`src/rtl/if_fetch_queue_if.sv`:
```
// Instruction SRAM request/response bundle between the fetch stage and the SRAM.
interface if_fetch_queue_if;
   logic        req;
   logic        wr;
   logic [1:0]  size;
   logic [3:0]  wstrb;
   logic [31:0] addr;
   logic [31:0] wdata;
   logic        addr_ok;
   logic        data_ok;
   logic [31:0] rdata;

   modport master (
      output req, wr, size, wstrb, addr, wdata,
      input  addr_ok, data_ok, rdata
   );

   modport slave (
      input  req, wr, size, wstrb, addr, wdata,
      output addr_ok, data_ok, rdata
   );
endinterface

```
`src/rtl/if_fetch_queue.sv`:
```
// Instruction fetch stage: PC generation, pipelined SRAM requests with an in-flight PC FIFO,
// and an instruction buffer toward ID. Branch redirects flush the buffer and drop stale returns.
module if_fetch_queue #(
   parameter logic [31:0] RESET_PC   = 32'h1C00_0000,
   parameter int unsigned IBUF_DEPTH = 4,
   parameter int unsigned MAX_OUTST  = 2
) (
   input  logic                    clk,
   input  logic                    reset,
   input  logic                    ds_allowin_i,
   input  logic [32:0]             br_bus_i,
   output logic                    fs_to_ds_valid_o,
   output logic [63:0]             fs_to_ds_bus_o,
   if_fetch_queue_if.master        sram_if
);

   localparam int unsigned OutstW = $clog2(MAX_OUTST + 1);
   localparam int unsigned PfW    = (MAX_OUTST > 1) ? $clog2(MAX_OUTST) : 1;
   localparam int unsigned IbW    = $clog2(IBUF_DEPTH);
   localparam int unsigned CntW   = $clog2(IBUF_DEPTH + 1);

   logic [31:0]       fetch_pc_q, fetch_pc_d;
   logic [OutstW-1:0] outst_q, outst_d;
   logic [OutstW-1:0] discard_q, discard_d;
   logic [31:0]       pf_mem_q [MAX_OUTST];
   logic [PfW-1:0]    pf_wr_q, pf_wr_d;
   logic [PfW-1:0]    pf_rd_q, pf_rd_d;
   logic [63:0]       ib_mem_q [IBUF_DEPTH];
   logic [IbW-1:0]    ib_wr_q, ib_wr_d;
   logic [IbW-1:0]    ib_rd_q, ib_rd_d;
   logic [CntW-1:0]   ib_cnt_q, ib_cnt_d;

   logic        br_taken;
   logic [31:0] br_target;
   logic        req;
   logic        accept;
   logic        ret;
   logic        keep;
   logic        valid;
   logic        pop;

   function automatic logic [PfW-1:0] pf_next(input logic [PfW-1:0] p);
      if (32'(p) == MAX_OUTST - 1) begin
         return '0;
      end
      return p + PfW'(1);
   endfunction

   // Handshake decode; buffer slots are reserved at request time so returns never stall.
   always_comb begin
      br_taken  = br_bus_i[32];
      br_target = br_bus_i[31:0];
      req       = !reset && (32'(outst_q) < MAX_OUTST) &&
                  (32'(outst_q) + 32'(ib_cnt_q) < IBUF_DEPTH);
      accept    = req && sram_if.addr_ok;
      ret       = !reset && sram_if.data_ok;
      keep      = ret && (discard_q == '0) && !br_taken;
      valid     = !reset && (ib_cnt_q != '0) && !br_taken;
      pop       = valid && ds_allowin_i;
   end

   // Outputs toward SRAM and ID.
   always_comb begin
      sram_if.req      = req;
      sram_if.wr       = 1'b0;
      sram_if.size     = 2'b10;
      sram_if.wstrb    = 4'h0;
      sram_if.addr     = fetch_pc_q;
      sram_if.wdata    = 32'h0;
      fs_to_ds_valid_o = valid;
      fs_to_ds_bus_o   = ib_mem_q[ib_rd_q];
   end

   // Next-state for PC, outstanding/discard counters and both FIFO pointer sets.
   always_comb begin
      fetch_pc_d = fetch_pc_q;
      outst_d    = outst_q;
      discard_d  = discard_q;
      pf_wr_d    = pf_wr_q;
      pf_rd_d    = pf_rd_q;
      ib_wr_d    = ib_wr_q;
      ib_rd_d    = ib_rd_q;
      ib_cnt_d   = ib_cnt_q;

      if (accept) begin
         fetch_pc_d = fetch_pc_q + 32'd4;
         pf_wr_d    = pf_next(pf_wr_q);
      end
      if (ret) begin
         pf_rd_d = pf_next(pf_rd_q);
      end

      unique case ({accept, ret})
         2'b10:   outst_d = outst_q + OutstW'(1);
         2'b01:   outst_d = outst_q - OutstW'(1);
         default: outst_d = outst_q;
      endcase

      if (ret && (discard_q != '0)) begin
         discard_d = discard_q - OutstW'(1);
      end

      if (br_taken) begin
         // Everything still in flight after this cycle carries a stale address.
         fetch_pc_d = br_target;
         discard_d  = outst_d;
         ib_rd_d    = ib_wr_q;
         ib_cnt_d   = '0;
      end else begin
         if (keep) begin
            ib_wr_d = ib_wr_q + IbW'(1);
         end
         if (pop) begin
            ib_rd_d = ib_rd_q + IbW'(1);
         end
         unique case ({keep, pop})
            2'b10:   ib_cnt_d = ib_cnt_q + CntW'(1);
            2'b01:   ib_cnt_d = ib_cnt_q - CntW'(1);
            default: ib_cnt_d = ib_cnt_q;
         endcase
      end
   end

   // Control state register with synchronous reset.
   always_ff @(posedge clk) begin
      if (reset) begin
         fetch_pc_q <= RESET_PC;
         outst_q    <= '0;
         discard_q  <= '0;
         pf_wr_q    <= '0;
         pf_rd_q    <= '0;
         ib_wr_q    <= '0;
         ib_rd_q    <= '0;
         ib_cnt_q   <= '0;
      end else begin
         fetch_pc_q <= fetch_pc_d;
         outst_q    <= outst_d;
         discard_q  <= discard_d;
         pf_wr_q    <= pf_wr_d;
         pf_rd_q    <= pf_rd_d;
         ib_wr_q    <= ib_wr_d;
         ib_rd_q    <= ib_rd_d;
         ib_cnt_q   <= ib_cnt_d;
      end
   end

   // FIFO storage; contents are qualified by the pointers, so no reset is needed.
   always_ff @(posedge clk) begin
      if (accept) begin
         pf_mem_q[pf_wr_q] <= fetch_pc_q;
      end
      if (keep) begin
         ib_mem_q[ib_wr_q] <= {sram_if.rdata, pf_mem_q[pf_rd_q]};
      end
   end

   // A response with nothing outstanding is an SRAM protocol violation.
   a_no_spurious_data_ok: assert property (
      @(posedge clk) disable iff (reset) sram_if.data_ok |-> (outst_q != '0)
   );

endmodule

```
`src/flat_wrapper.sv`:
```
// flat-port wrapper written by rule: the top's interface ports become plain ports
module if_fetch_queue_flat 
#(
   parameter logic [31:0] RESET_PC   = 32'h1C00_0000,
   parameter int unsigned IBUF_DEPTH = 4,
   parameter int unsigned MAX_OUTST  = 2
)
  (clk, reset, ds_allowin_i, br_bus_i, fs_to_ds_valid_o, fs_to_ds_bus_o, sram_if_req, sram_if_wr, sram_if_size, sram_if_wstrb, sram_if_addr, sram_if_wdata, sram_if_addr_ok, sram_if_data_ok, sram_if_rdata);
  if_fetch_queue_if sram_if_i ();
  input  logic clk;
  input  logic reset;
  input  logic ds_allowin_i;
  input  logic [32:0] br_bus_i;
  output logic fs_to_ds_valid_o;
  output logic [63:0] fs_to_ds_bus_o;
  output wire logic [$bits(sram_if_i.req)-1:0] sram_if_req;
  output wire logic [$bits(sram_if_i.wr)-1:0] sram_if_wr;
  output wire logic [$bits(sram_if_i.size)-1:0] sram_if_size;
  output wire logic [$bits(sram_if_i.wstrb)-1:0] sram_if_wstrb;
  output wire logic [$bits(sram_if_i.addr)-1:0] sram_if_addr;
  output wire logic [$bits(sram_if_i.wdata)-1:0] sram_if_wdata;
  input wire logic [$bits(sram_if_i.addr_ok)-1:0] sram_if_addr_ok;
  input wire logic [$bits(sram_if_i.data_ok)-1:0] sram_if_data_ok;
  input wire logic [$bits(sram_if_i.rdata)-1:0] sram_if_rdata;
  assign sram_if_req = sram_if_i.req;
  assign sram_if_wr = sram_if_i.wr;
  assign sram_if_size = sram_if_i.size;
  assign sram_if_wstrb = sram_if_i.wstrb;
  assign sram_if_addr = sram_if_i.addr;
  assign sram_if_wdata = sram_if_i.wdata;
  assign sram_if_i.addr_ok = sram_if_addr_ok;
  assign sram_if_i.data_ok = sram_if_data_ok;
  assign sram_if_i.rdata = sram_if_rdata;
  if_fetch_queue #(.RESET_PC(RESET_PC), .IBUF_DEPTH(IBUF_DEPTH), .MAX_OUTST(MAX_OUTST)) u_core (.clk(clk), .reset(reset), .ds_allowin_i(ds_allowin_i), .br_bus_i(br_bus_i), .fs_to_ds_valid_o(fs_to_ds_valid_o), .fs_to_ds_bus_o(fs_to_ds_bus_o), .sram_if(sram_if_i));
endmodule
```
`config.mk`:
```
export PLATFORM = sky130hd
export DESIGN_NAME = if_fetch_queue_flat
export DESIGN_NICKNAME = d
export VERILOG_FILES = /design/src/rtl/if_fetch_queue_if.sv /design/src/rtl/if_fetch_queue.sv /design/src/flat_wrapper.sv
export SDC_FILE = /design/constraint.sdc
export NUM_CORES = 1
export LEC_CHECK = 0
export CORE_UTILIZATION = 59
export CTS_CLUSTER_DIAMETER = 50
export DETAILED_ROUTE_END_ITERATION = 8
export PLACE_DENSITY_LB_ADDON = 0.15
export SLEW_MARGIN = 20
export SYNTH_ARGS = -nofsm -noshare
export SYNTH_HDL_FRONTEND = slang
export SYNTH_SLANG_ARGS = --single-unit
```
`constraint.sdc`:
```
create_clock -name clk -period 7.2 [get_ports clk]
set_clock_uncertainty 0.15 [all_clocks]
set_input_delay 0.72 -clock clk [delete_from_list [all_inputs] [get_ports clk]]
set_output_delay 0.72 -clock clk [all_outputs]
set_load 0.02 [all_outputs]
```
==> impl_summary.md <==
STA
The transition time at the pin with the least slew margin is just over 1 ns. The hold violation total from the final report came to 0. In this run the tightest slew margin relative to its limit is 0.3235.

The achievable clock frequency is between 0.2 and 0.3 GHz. Setup total negative slack on the finished layout was measured at 0 ns. Setup violations remaining at the end of the flow were counted as 0. The number of max-slew violations in the final report is 0. In the post-route analysis, the smallest setup slack over all paths is 3.200 ns. Of the available clock period, the critical path in the final layout requires 0.5556. Across all hold checks on the routed design, the worst slack comes to between 0.3 and 0.4 ns. The minimum period implied by the final worst setup slack is 4.000 ns. Setup repair after global routing left no endpoint under its margin.

Clocking
The H-tree was split into 2 levels. For the worst-skew pair, the clock arrives at the later sink with an insertion delay of 0.50 ns. After clock tree synthesis, the setup repair step added 0 buffers. The largest buffer count on any clock path is 3. The root buffer cell is sky130_fd_sc_hd__clkbuf_16. The number of resized instances in the post-cts repair step is 0.

In this run, CTS created clock tree buffers numbering 36. TritonCTS built the clock tree. The TritonCTS sink count is 368. The number of hold buffers added after CTS was 0. The clock-pin slew reported for the worst setup and hold paths after clock tree synthesis is 0.06 ns.

Logic synthesis
For this run, asynchronously set or reset flops after synthesis account for 0. The netlist area before placement is 0.01447 mm^2. The synthesized design contains 320 enable-type register cells. The most used flip-flop cell after synthesis is sky130_fd_sc_hd__edfxtp_1. Yosys attributes the largest share of cell area to sky130_fd_sc_hd__edfxtp_1 (66%), sky130_fd_sc_hd__mux4_2 (10%), sky130_fd_sc_hd__dfxtp_1 (6.6%), sky130_fd_sc_hd__mux2_2 (2.5%), sky130_fd_sc_hd__buf_4 (2.0%).

Of the synthesized area, sequential elements account for 0.7304. The top cell type's share of synthesized area is 0.6640. The synthesized design contains 368 register bits. Counting instances in the post-synthesis netlist gives the leading cell types as sky130_fd_sc_hd__edfxtp_1 (320), sky130_fd_sc_hd__mux4_2 (64), sky130_fd_sc_hd__dfxtp_1 (48).

After technology mapping, the gate count stands at 800. sky130_fd_sc_hd__edfxtp_1 is the most common cell in the netlist. Counting distinct cell types in the post-synthesis netlist gives 50.

The number of warnings issued by yosys is 0. Of all cell types, the one taking the most synthesized area is sky130_fd_sc_hd__edfxtp_1. The post-synthesis area per instance is approximately 18 um^2.

Critical path
The data required time of the critical path is between 6 and 7 ns. Along the worst path, the maximum fanout reaches 37. Data arrives at the worst endpoint at 3.13 ns. For the worst flop-to-flop path, the logic depth is 4.

The endpoint of the worst setup timing path is fs_to_ds_bus_o[6]. The destination of the worst register-to-register timing path is u_core.pf_mem_q[0][22]. In this design, the stage delay of the slowest critical-path cell is approximately 0.7 ns. The number of buffers and inverters on the critical path is 2.

The startpoint class of the critical path is a register. The slowest stage cell on the critical path is sky130_fd_sc_hd__dfxtp_4. Counting buffers and inverters, the worst setup path is 3 cells deep. The kind of end point of the critical path is a primary output. The beginning of the worst register-to-register path is u_core.ib_cnt_q[1]. The worst setup slack for register-to-register paths is ~4.3 ns.

The largest delay contributor family on the critical path is buffers and inverters. The worst setup path is of the register to primary output kind. Walking the worst path, the cells encountered are buf_4 > mux4_2 > clkdlybuf4s50_1.

Route
The via count is 7704. The number of optimization iterations in the first detailed-route pass is 5. For this block, wires on met1 add up to 11770 um.

The number of routed nets with antenna violations is 0. After detailed routing, the number of vias per cell comes to 5.899. The routed wire length per instance is 21.66 um. After detailed routing, the total wire length is approximately 28000 um. Summed over all nets, wire length on met3 after detailed routing comes to 1848 um.

In the routed design, unresolved DRC markers number 0. After the first detailed-routing iteration, the DRC count stood at 610. The uppermost signal routing layer after detailed routing is met4. The amount of wire on met2 after detailed routing is 14130 um.

Floorplan
The placeable core region is 0.02375 mm^2. The number of placement rows is 56. The number of top-level design ports is 207. The die is 158.6 um tall. The floorplan step defined a die boundary enclosing between 0.02 and 0.03 mm^2. From left edge to right edge, the die measures about 160 um.

The starting utilization of the core area is 0.6093.

Finish
From synthesis to final layout, the design area changed by 20.83%. The share of final-layout standard cells stronger than drive strength 1 is 0.1692. The finished layout cell area is 0.01749 mm^2. At the end of the flow, the number of nets in the layout was ~1.0k. The number of diodes is 0. The filler cell count in the final layout is 1380. In the final layout, flip-flops and latches occupy 0.01058 mm^2.

The multi-input logic area is 0.003551 mm^2.

Place
Summing all placed instances gives a cell area of 0.01626 mm^2. The routability congestion estimate from global placement is 0.8497. The count of buffers from port buffering is between 150 and 200. The estimated wirelength of the detail-placed design is 16940 um. The worst setup slack before clock tree synthesis is 3.194 ns.

GRT
The remaining global-route overflow is 0. The first global-routing pass estimated 42990 um of wire. The initial antenna violation count is 0. The via count of the first global-routing pass is about 7.7k.

Entering global routing, the biggest net connects 65 pins. The overall global routing resource usage is 0.2300.

Power
The leakage power is 5.621 nW. Power spread over the standard cell area amounts to 273.2 mW/mm^2. VDD sags by at most 150.5 uV.

Run
Across the run, the number of max-cap violations was 0.

Outcome
The run finished with clean final reports.

Hold path
The path category of the worst min-delay check is register to register.
[cells in the final DEF, fill, tap and decap left out, types with 5 or more instances in the layout]
cell                              Yosys  layout
sky130_fd_sc_hd__and3_1               5       5
sky130_fd_sc_hd__edfxtp_1           320     320
sky130_fd_sc_hd__clkinv_2             0       9
sky130_fd_sc_hd__clkbuf_16            0      37
sky130_fd_sc_hd__or3_1                5       5
sky130_fd_sc_hd__and4_1               7       7
sky130_fd_sc_hd__inv_1               13      13
sky130_fd_sc_hd__nor3_1               8       8
sky130_fd_sc_hd__nor4_1               6       6
sky130_fd_sc_hd__a21oi_1              5       5
sky130_fd_sc_hd__nand4_1             11      11
sky130_fd_sc_hd__bufinv_16            0       6
sky130_fd_sc_hd__o21ai_0              6       6
sky130_fd_sc_hd__a311oi_1            16      16
sky130_fd_sc_hd__mux2_2              32      32
sky130_fd_sc_hd__mux4_2              64      64
sky130_fd_sc_hd__conb_1               2      39
sky130_fd_sc_hd__clkdlybuf4s50_1      0     166
sky130_fd_sc_hd__nor2_1              42      40
sky130_fd_sc_hd__xor2_1               6       6
sky130_fd_sc_hd__xnor2_1             11      11
sky130_fd_sc_hd__o31ai_1             15      15
sky130_fd_sc_hd__dfxtp_1             48      46
sky130_fd_sc_hd__nand2_1             12      12
sky130_fd_sc_hd__a211oi_1            10      10
sky130_fd_sc_hd__ha_1                 9       9
sky130_fd_sc_hd__or4_1               16      16
sky130_fd_sc_hd__nand3_1             16      16
[how the worst min path moves through the flow]
stage	from	to	cells past startpoint
6_report	u_core.pf_rd_q	register	2
4_1_cts	u_core.pf_rd_q	register	2
3_5_place_dp	u_core.pf_rd_q	register	2
3_3_place_gp	u_core.pf_rd_q	register	2
2_1_floorplan	u_core.pf_rd_q	register	2
5_1_grt	u_core.pf_rd_q	register	2
[area by class of cell]
type                       count  area share
clock inverter                21     0.01495
tap                          319     0.02282
multi-input combinational    373      0.2030
sequential                   368      0.6048
inverter                      14    0.003005
timing repair buffer         169     0.09616
clock buffer                  42     0.05516
[worst reg2reg max path: stages, from the launching register on]
cell	delay [ns]
sky130_fd_sc_hd__dfxtp_1	0.35
sky130_fd_sc_hd__ha_1	0.22
sky130_fd_sc_hd__nor4_1	0.41
sky130_fd_sc_hd__nand3_1	0.46
sky130_fd_sc_hd__nor2_4	0.89
[power breakdown]
group / internal [W] / total (W) / switching, W
Clock: 0.00118 / 0.00193 / 0.000755
Sequential: 0.00239 / 0.00245 / 0.0000598
Combinational: 0.000193 / 0.000399 / 0.000206
[state kept, by name, summed over array words and instances, names as in the netlist, named ones only]
register	cells
u_core.ib_wr_q	2
u_core.discard_q	2
u_core.ib_mem_q	256
u_core.ib_rd_q	2
u_core.pf_rd_q	1
u_core.ib_cnt_q	3
u_core.outst_q	2
u_core.pf_mem_q	64
u_core.sram_if.addr	32
u_core.pf_wr_q	1
[per-layer routing]
layer | track usage | up-vias
met5 | 0 | -
met4 | 0.07326 | 0
met3 | 0.03865 | 46
met1 | 0.3148 | 3879
li1 | - | 3456
met2 | 0.3805 | 323
[cells by family (layout without fill, tap and decap cells)]
kind of cell,count (synthesis),in the layout,synth area share
xor gates and xnor gates,17,17,0.01029
buffers and inverters,96,246,0.03562
muxes,99,99,0.1266
DFF,368,368,0.7304
other,2,39,0.0005189
adders and majority gates,10,10,0.009164
AOI/OAI and AO/OA,66,66,0.03423
and+or+nand+nor,142,142,0.05326
[through the flow]
stage | cells | utilization | power, W
floorplan | 837 | - | 0.002718
global placement | 1243 | 0.6846 | 0.002878
detailed placement | 1243 | 0.6846 | 0.002892
CTS | 1306 | 0.7363 | 0.004802
global route | 1306 | 0.7363 | 0.004912
finish | 1306 | 0.7363 | 0.004777
Note: power is estimated with default switching activity, not from simulation.
